--- src/rtl/l1_beat_bridge.sv ---
// Splits a cache-line memory request into bus beats, one transaction at a time,
// and reassembles read beats into a single one-cycle line response.
module l1_beat_bridge #(
   parameter int LINE_BITS = 256,
   parameter int BEAT_BITS = 64,
   parameter int ADDR_BITS = 48
) (
   input  logic                     i_clk,
   input  logic                     i_rst,
   input  logic                     i_req_mem_valid,
   output logic                     o_req_mem_ready,
   input  logic                     i_req_mem_path,
   input  logic [1:0]               i_req_mem_type,
   input  logic [2:0]               i_req_mem_size,
   input  logic [ADDR_BITS-1:0]     i_req_mem_addr,
   input  logic [LINE_BITS/8-1:0]   i_req_mem_strob,
   input  logic [LINE_BITS-1:0]     i_req_mem_data,
   output logic                     o_bus_req_valid,
   input  logic                     i_bus_req_ready,
   output logic                     o_bus_req_write,
   output logic [ADDR_BITS-1:0]     o_bus_req_addr,
   output logic [BEAT_BITS-1:0]     o_bus_req_wdata,
   output logic [BEAT_BITS/8-1:0]   o_bus_req_wstrb,
   input  logic                     i_bus_resp_valid,
   input  logic [BEAT_BITS-1:0]     i_bus_resp_rdata,
   input  logic                     i_bus_resp_err,
   output logic                     o_resp_mem_valid,
   output logic                     o_resp_mem_path,
   output logic [LINE_BITS-1:0]     o_resp_mem_data,
   output logic                     o_resp_mem_load_fault,
   output logic                     o_resp_mem_store_fault
);
   localparam int BEATS      = LINE_BITS / BEAT_BITS;
   localparam int CNT_W      = (BEATS > 1) ? $clog2(BEATS) : 1;
   localparam int BEAT_BYTES = BEAT_BITS / 8;
   localparam int BOFF       = $clog2(BEAT_BYTES);
   localparam int LOFF       = $clog2(LINE_BITS / 8);
   localparam logic [ADDR_BITS-1:0] LINE_MASK = {ADDR_BITS{1'b1}} << LOFF;
   localparam logic [ADDR_BITS-1:0] BEAT_MASK = {ADDR_BITS{1'b1}} << BOFF;

   typedef enum logic [1:0] {IDLE, REQ, WAIT, RESP} state_t;

   state_t                  state_q, state_d;
   logic                    path_q, write_q, cached_q, err_q;
   logic [ADDR_BITS-1:0]    addr_q;
   logic [LINE_BITS/8-1:0]  strob_q;
   logic [LINE_BITS-1:0]    data_q, line_q;
   logic [CNT_W-1:0]        beat_q, lane, slot;
   logic                    last_beat;
   logic [ADDR_BITS-1:0]    beat_addr;
   logic                    unused_size;

   assign unused_size = ^i_req_mem_size;

   // Uncached requests use the single beat lane that holds the addressed bytes.
   assign lane      = CNT_W'(addr_q >> BOFF);
   assign slot      = cached_q ? beat_q : lane;
   assign last_beat = !cached_q || (beat_q == CNT_W'(BEATS - 1));
   assign beat_addr = cached_q ? ((addr_q & LINE_MASK) + (ADDR_BITS'(beat_q) << BOFF))
                               : (addr_q & BEAT_MASK);

   always_ff @(posedge i_clk) begin
      if (i_rst) state_q <= IDLE;
      else       state_q <= state_d;
   end

   always_comb begin
      state_d = state_q;
      case (state_q)
         IDLE: if (i_req_mem_valid)  state_d = REQ;
         REQ:  if (i_bus_req_ready)  state_d = WAIT;
         WAIT: if (i_bus_resp_valid) state_d = last_beat ? RESP : REQ;
         RESP: state_d = IDLE;
         default: state_d = IDLE;
      endcase
   end

   always_ff @(posedge i_clk) begin
      if (i_rst) begin
         path_q   <= 1'b0;
         write_q  <= 1'b0;
         cached_q <= 1'b0;
         err_q    <= 1'b0;
         addr_q   <= '0;
         strob_q  <= '0;
         data_q   <= '0;
         line_q   <= '0;
         beat_q   <= '0;
      end else if (state_q == IDLE && i_req_mem_valid) begin
         path_q   <= i_req_mem_path;
         write_q  <= i_req_mem_type[0];
         cached_q <= i_req_mem_type[1];
         addr_q   <= i_req_mem_addr;
         strob_q  <= i_req_mem_strob;
         data_q   <= i_req_mem_data;
         err_q    <= 1'b0;
         line_q   <= '0;
         beat_q   <= '0;
      end else if (state_q == WAIT && i_bus_resp_valid) begin
         // Errors accumulate but never cut the beat sequence short.
         if (!write_q) line_q[int'(slot)*BEAT_BITS +: BEAT_BITS] <= i_bus_resp_rdata;
         err_q <= err_q | i_bus_resp_err;
         if (!last_beat) beat_q <= beat_q + CNT_W'(1);
      end
   end

   always_comb begin
      o_req_mem_ready        = 1'b0;
      o_bus_req_valid        = 1'b0;
      o_bus_req_write        = 1'b0;
      o_bus_req_addr         = '0;
      o_bus_req_wdata        = '0;
      o_bus_req_wstrb        = '0;
      o_resp_mem_valid       = 1'b0;
      o_resp_mem_path        = 1'b0;
      o_resp_mem_data        = '0;
      o_resp_mem_load_fault  = 1'b0;
      o_resp_mem_store_fault = 1'b0;
      case (state_q)
         IDLE: o_req_mem_ready = 1'b1;
         REQ: begin
            o_bus_req_valid = 1'b1;
            o_bus_req_write = write_q;
            o_bus_req_addr  = beat_addr;
            o_bus_req_wdata = data_q[int'(slot)*BEAT_BITS +: BEAT_BITS];
            o_bus_req_wstrb = strob_q[int'(slot)*BEAT_BYTES +: BEAT_BYTES];
         end
         RESP: begin
            o_resp_mem_valid       = 1'b1;
            o_resp_mem_path        = path_q;
            o_resp_mem_data        = line_q;
            o_resp_mem_load_fault  = err_q & !write_q;
            o_resp_mem_store_fault = err_q & write_q;
         end
         default: ;
      endcase
   end
endmodule

--- config.mk ---
export PLATFORM = sky130hd
export DESIGN_NAME = l1_beat_bridge
export DESIGN_NICKNAME = d
export VERILOG_FILES = /design/src/rtl/l1_beat_bridge.sv
export SDC_FILE = /design/constraint.sdc
export NUM_CORES = 1
export LEC_CHECK = 0
export BUFFER_PORTS_ARGS = -buffer_cell sky130_fd_sc_hd__buf_4
export CORE_AREA = 2 2 309 311
export DETAILED_ROUTE_END_ITERATION = 10
export DIE_AREA = 0 0 311 313
export PLACE_DENSITY_LB_ADDON = 0.2
export SETUP_SLACK_MARGIN = 0.3
export SYNTH_ARGS = -nofsm -noshare
export SYNTH_HDL_FRONTEND = slang
export SYNTH_SLANG_ARGS = --single-unit
--- constraint.sdc ---
create_clock -name i_clk -period 8.33 [get_ports i_clk]
set_clock_uncertainty 0.1 [all_clocks]
set_input_delay 0.833 -clock i_clk [delete_from_list [all_inputs] [get_ports i_clk]]
set_output_delay 0.833 -clock i_clk [all_outputs]
set_load 0.02 [all_outputs]
==> summary.txt <==
Clock tree
  – Total clock sinks: ~600
  – Total CTS buffers: 72
  – H-tree depth: 3
  – Clock edge transition at the registers on the reported setup and hold paths: approximately 0.060 ns
  – Clk_lat worst skew: approximately 0.62 ns
  – Root Driver: clkbuf_16
  – PostCTS Resize Cnt: 0
  – Postcts setup bufs: 0
  – Clock tree from TritonCTS: built
  – Hold buffers post-CTS: 0
  – Clk buf depth: 3

Worst setup path
  – Required time of the worst setup path: around 7.4 ns
  – CP max FO: 70
  – Endpoint class of the critical path: primary output
  – Critical path arrival: ~3.9 ns
  – Critical setup path kind: flop to primary output
  – Crit start category: flop
  – Worst setup path startpoint: cached_q
  – Worst R2R Start: cached_q

Final layout
  – Fillers: 10000
  – Share of layout cells above drive strength 1: 0.225
  – Most common cell after layout, fill and taps aside: buf_4
  – Most frequent cells in the layout: 818 x buf_4, 675 x nand2_1, 590 x dfxtp_1
  – Area delta synth->final: 32.2%
  – FF+latch area: roughly 0.012 mm^2
  – Area occupied by multi-input gates: roughly 0.014 mm^2
  – Layout Cells excl Fill: roughly 5500
  – Final Util: 0.384
  – Fin nets: between 4000 and 5000

Logic synthesis
  – Post-Synth Adder-Cell Area: 0.00274
  – Mapped Cells: between 3000 and 4000
  – Post-synthesis compound-gate area fraction: 0.215
  – Part of the Yosys area used for sequential elements: 0.437
  – Area share of xor/xnor cells in the synthesized design: 0.000320
  – Synth Area in Simple Gates: 0.277
  – Yosys top cell by area: dfxtp_1
  – Largest family of logic cells by synthesized area: simple AND/OR/NAND/NOR gates
  – Netlist cell types: 37
  – Mux contribution to synthesized area: 0.00238
  – Synth area leaders: dfxtp_1 44%, nand2_1 9.3%, a21oi_1 8.7%
  – Synth top area share: 0.437
  – Synth warn: 0
  – Register bit total from synthesis: 597
  – Synthesized area: between 0.02 and 0.03 mm^2
  – Mean Syn Cell Area: 7.44 um^2

Drt
  – Routed wire length: approximately 120000 um
  – Drt pass-1 iters: 5
  – WL per Instance: 21.9 um
  – Vias: roughly 28000
  – DRT iter0 DRCs: ~2500
  – Antenna Nets Post-Route: 0
  – Avg Vias per Cell: ~5.1
  – # DRC: 0

Placed design
  – Routability Congestion: about 0.84
  – Place WS: about 4.1 ns
  – IO buf count: around 800
  – Dpl hpwl: roughly 80000 um
  – Placed cells: ~5400

Timing
  – Max Fclk: 209 MHz
  – Setup slack after layout: roughly 3.6 ns
  – Max Transition Viols Final: 0
  – # setup viols final: 0
  – Min Tclk post-route: ~4.8 ns
  – Min Hold Slack: around 0.34 ns
  – RSZ-0062 raised after global routing: false
  – Slew @ Worst Pin: between 1 and 1.5 ns
  – Hold Violations, Final: 0
  – Tcrit/Tclk final: 0.574
  – Post-route setup TNS: 0 ns
  – Rel. slew slack: 0.235

Global route
  – First-pass GRT wire length: 177000 um
  – GRT Total Usage: 0.235
  – Initial antenna violation count: 26
  – Grt ovf: 0
  – Vias in the first global route: roughly 26000
  – Pin count of the biggest net entering global routing: about 190

Floorplan
  – Die Ht: 313 um
  – Die width: about 310 um
  – FP Rows: 113
  – Initial Util: 0.291
  – IO Pins: a little under 800
  – Core Region: 0.0942 mm^2
  – Die ar.: a little under 0.1 mm^2

Worst hold path
  – HP Start: i_req_mem_data[87]
  – Hold Crit Class: input pin to flop

Power and ir drop
  – PD cells: approximately 200 mW/mm^2
  – Leakage: 15.5 nW
  – Max VDD drop: ~130 uV

Run status
  – Outcome: finished, final reports clean

Run
  – Max Cap Viol: 0
## synthesized netlist by cell type, drive strengths merged
master and count:
o21bai 7, nor4bb 1, nand2b 67, inv 69, nor4 1, nor2 487, conb 1, mux2i 3
buf 79, nand4bb 1, o41ai 64, o21ai 7, nand2 680, xnor2 1, and2 47, and3 322
and4 2, ha 6, nor3 72, a221oi 7, a211oi 64, mux4 1, or3b 1, nand3b 2
a21oi 474, a22oi 256, nor4b 2, dfxtp 597, clkbuf 295, nor2b 1, o22ai 64
## report_power, final
group          total (W)  switching [W]  leakage (nW)  internal, W
Sequential       0.00307      0.0000965          4.87      0.00297
Combinational   0.000939       0.000603          9.39     0.000336
Clock            0.00326        0.00137          1.21      0.00189
Total            0.00727        0.00207          15.5      0.00520
## layout make-up
class,count,share of cell area
clock inverters,25,0.00930
clock buffers,103,0.0586
diodes,15,0.00104
inverters,69,0.00726
multi-input cells,2643,0.377
repair buffers,822,0.172
flip-flops and latches,597,0.331
well taps,1265,0.0437
## logic make-up (layout without fill, tap and decap cells)
| group | count (synthesis) | in the layout |
|---|---|---|
| adders and majority gates | 6 | 6 |
| xor gates and xnor gates | 1 | 1 |
| other | 1 | 18 |
| DFF | 597 | 597 |
| AOI/OAI and AO/OA | 943 | 943 |
| buffers and inverters | 443 | 1019 |
| muxes | 4 | 4 |
| and+or+nand+nor | 1686 | 1686 |
## layer usage
metal / global-route usage / vias to the layer above / routed length, um
li1: - / 13700 / -
met2: 0.389 / 989 / 57700
met5: 0 / - / 146
met4: 0.0873 / 22 / 3840
met3: 0.0703 / 188 / 10300
met1: 0.288 / 13500 / 49100
## registers in the layout (all words and copies together), names as in the netlist
name      count
strob_q      32
addr_q       45
path_q        1
cached_q      1
data_q      256
err_q         1
state_q       2
beat_q        2
write_q       1
line_q      256
## final timing paths
check | to | slack [ns] | cells past startpoint
max | o_bus_req_wdata[2] | 3.55 | 6
min | data_q[87] | 0.34 | 3
min reg2reg | addr_q[46] | 0.35 | 2
max reg2reg | line_q[249] | 4.30 | 8
## metrics by stage
step                      power (W)  area (um^2)
final                       0.00727        36200
after global routing        0.00757        36200
after CTS                   0.00736        36200
after detailed placement    0.00407        33700
after global placement      0.00407        33700
after floorplan             0.00365        27400
## worst max-delay path: stages, from the launching register on
cell and delay [ns]:
dfxtp_4 0.84, mux2i_4 0.36, buf_4 0.58, buf_4 0.65
o41ai_1 0.16, a21oi_1 0.37, buf_4 0.22
Power figures use the tool's default switching activity.
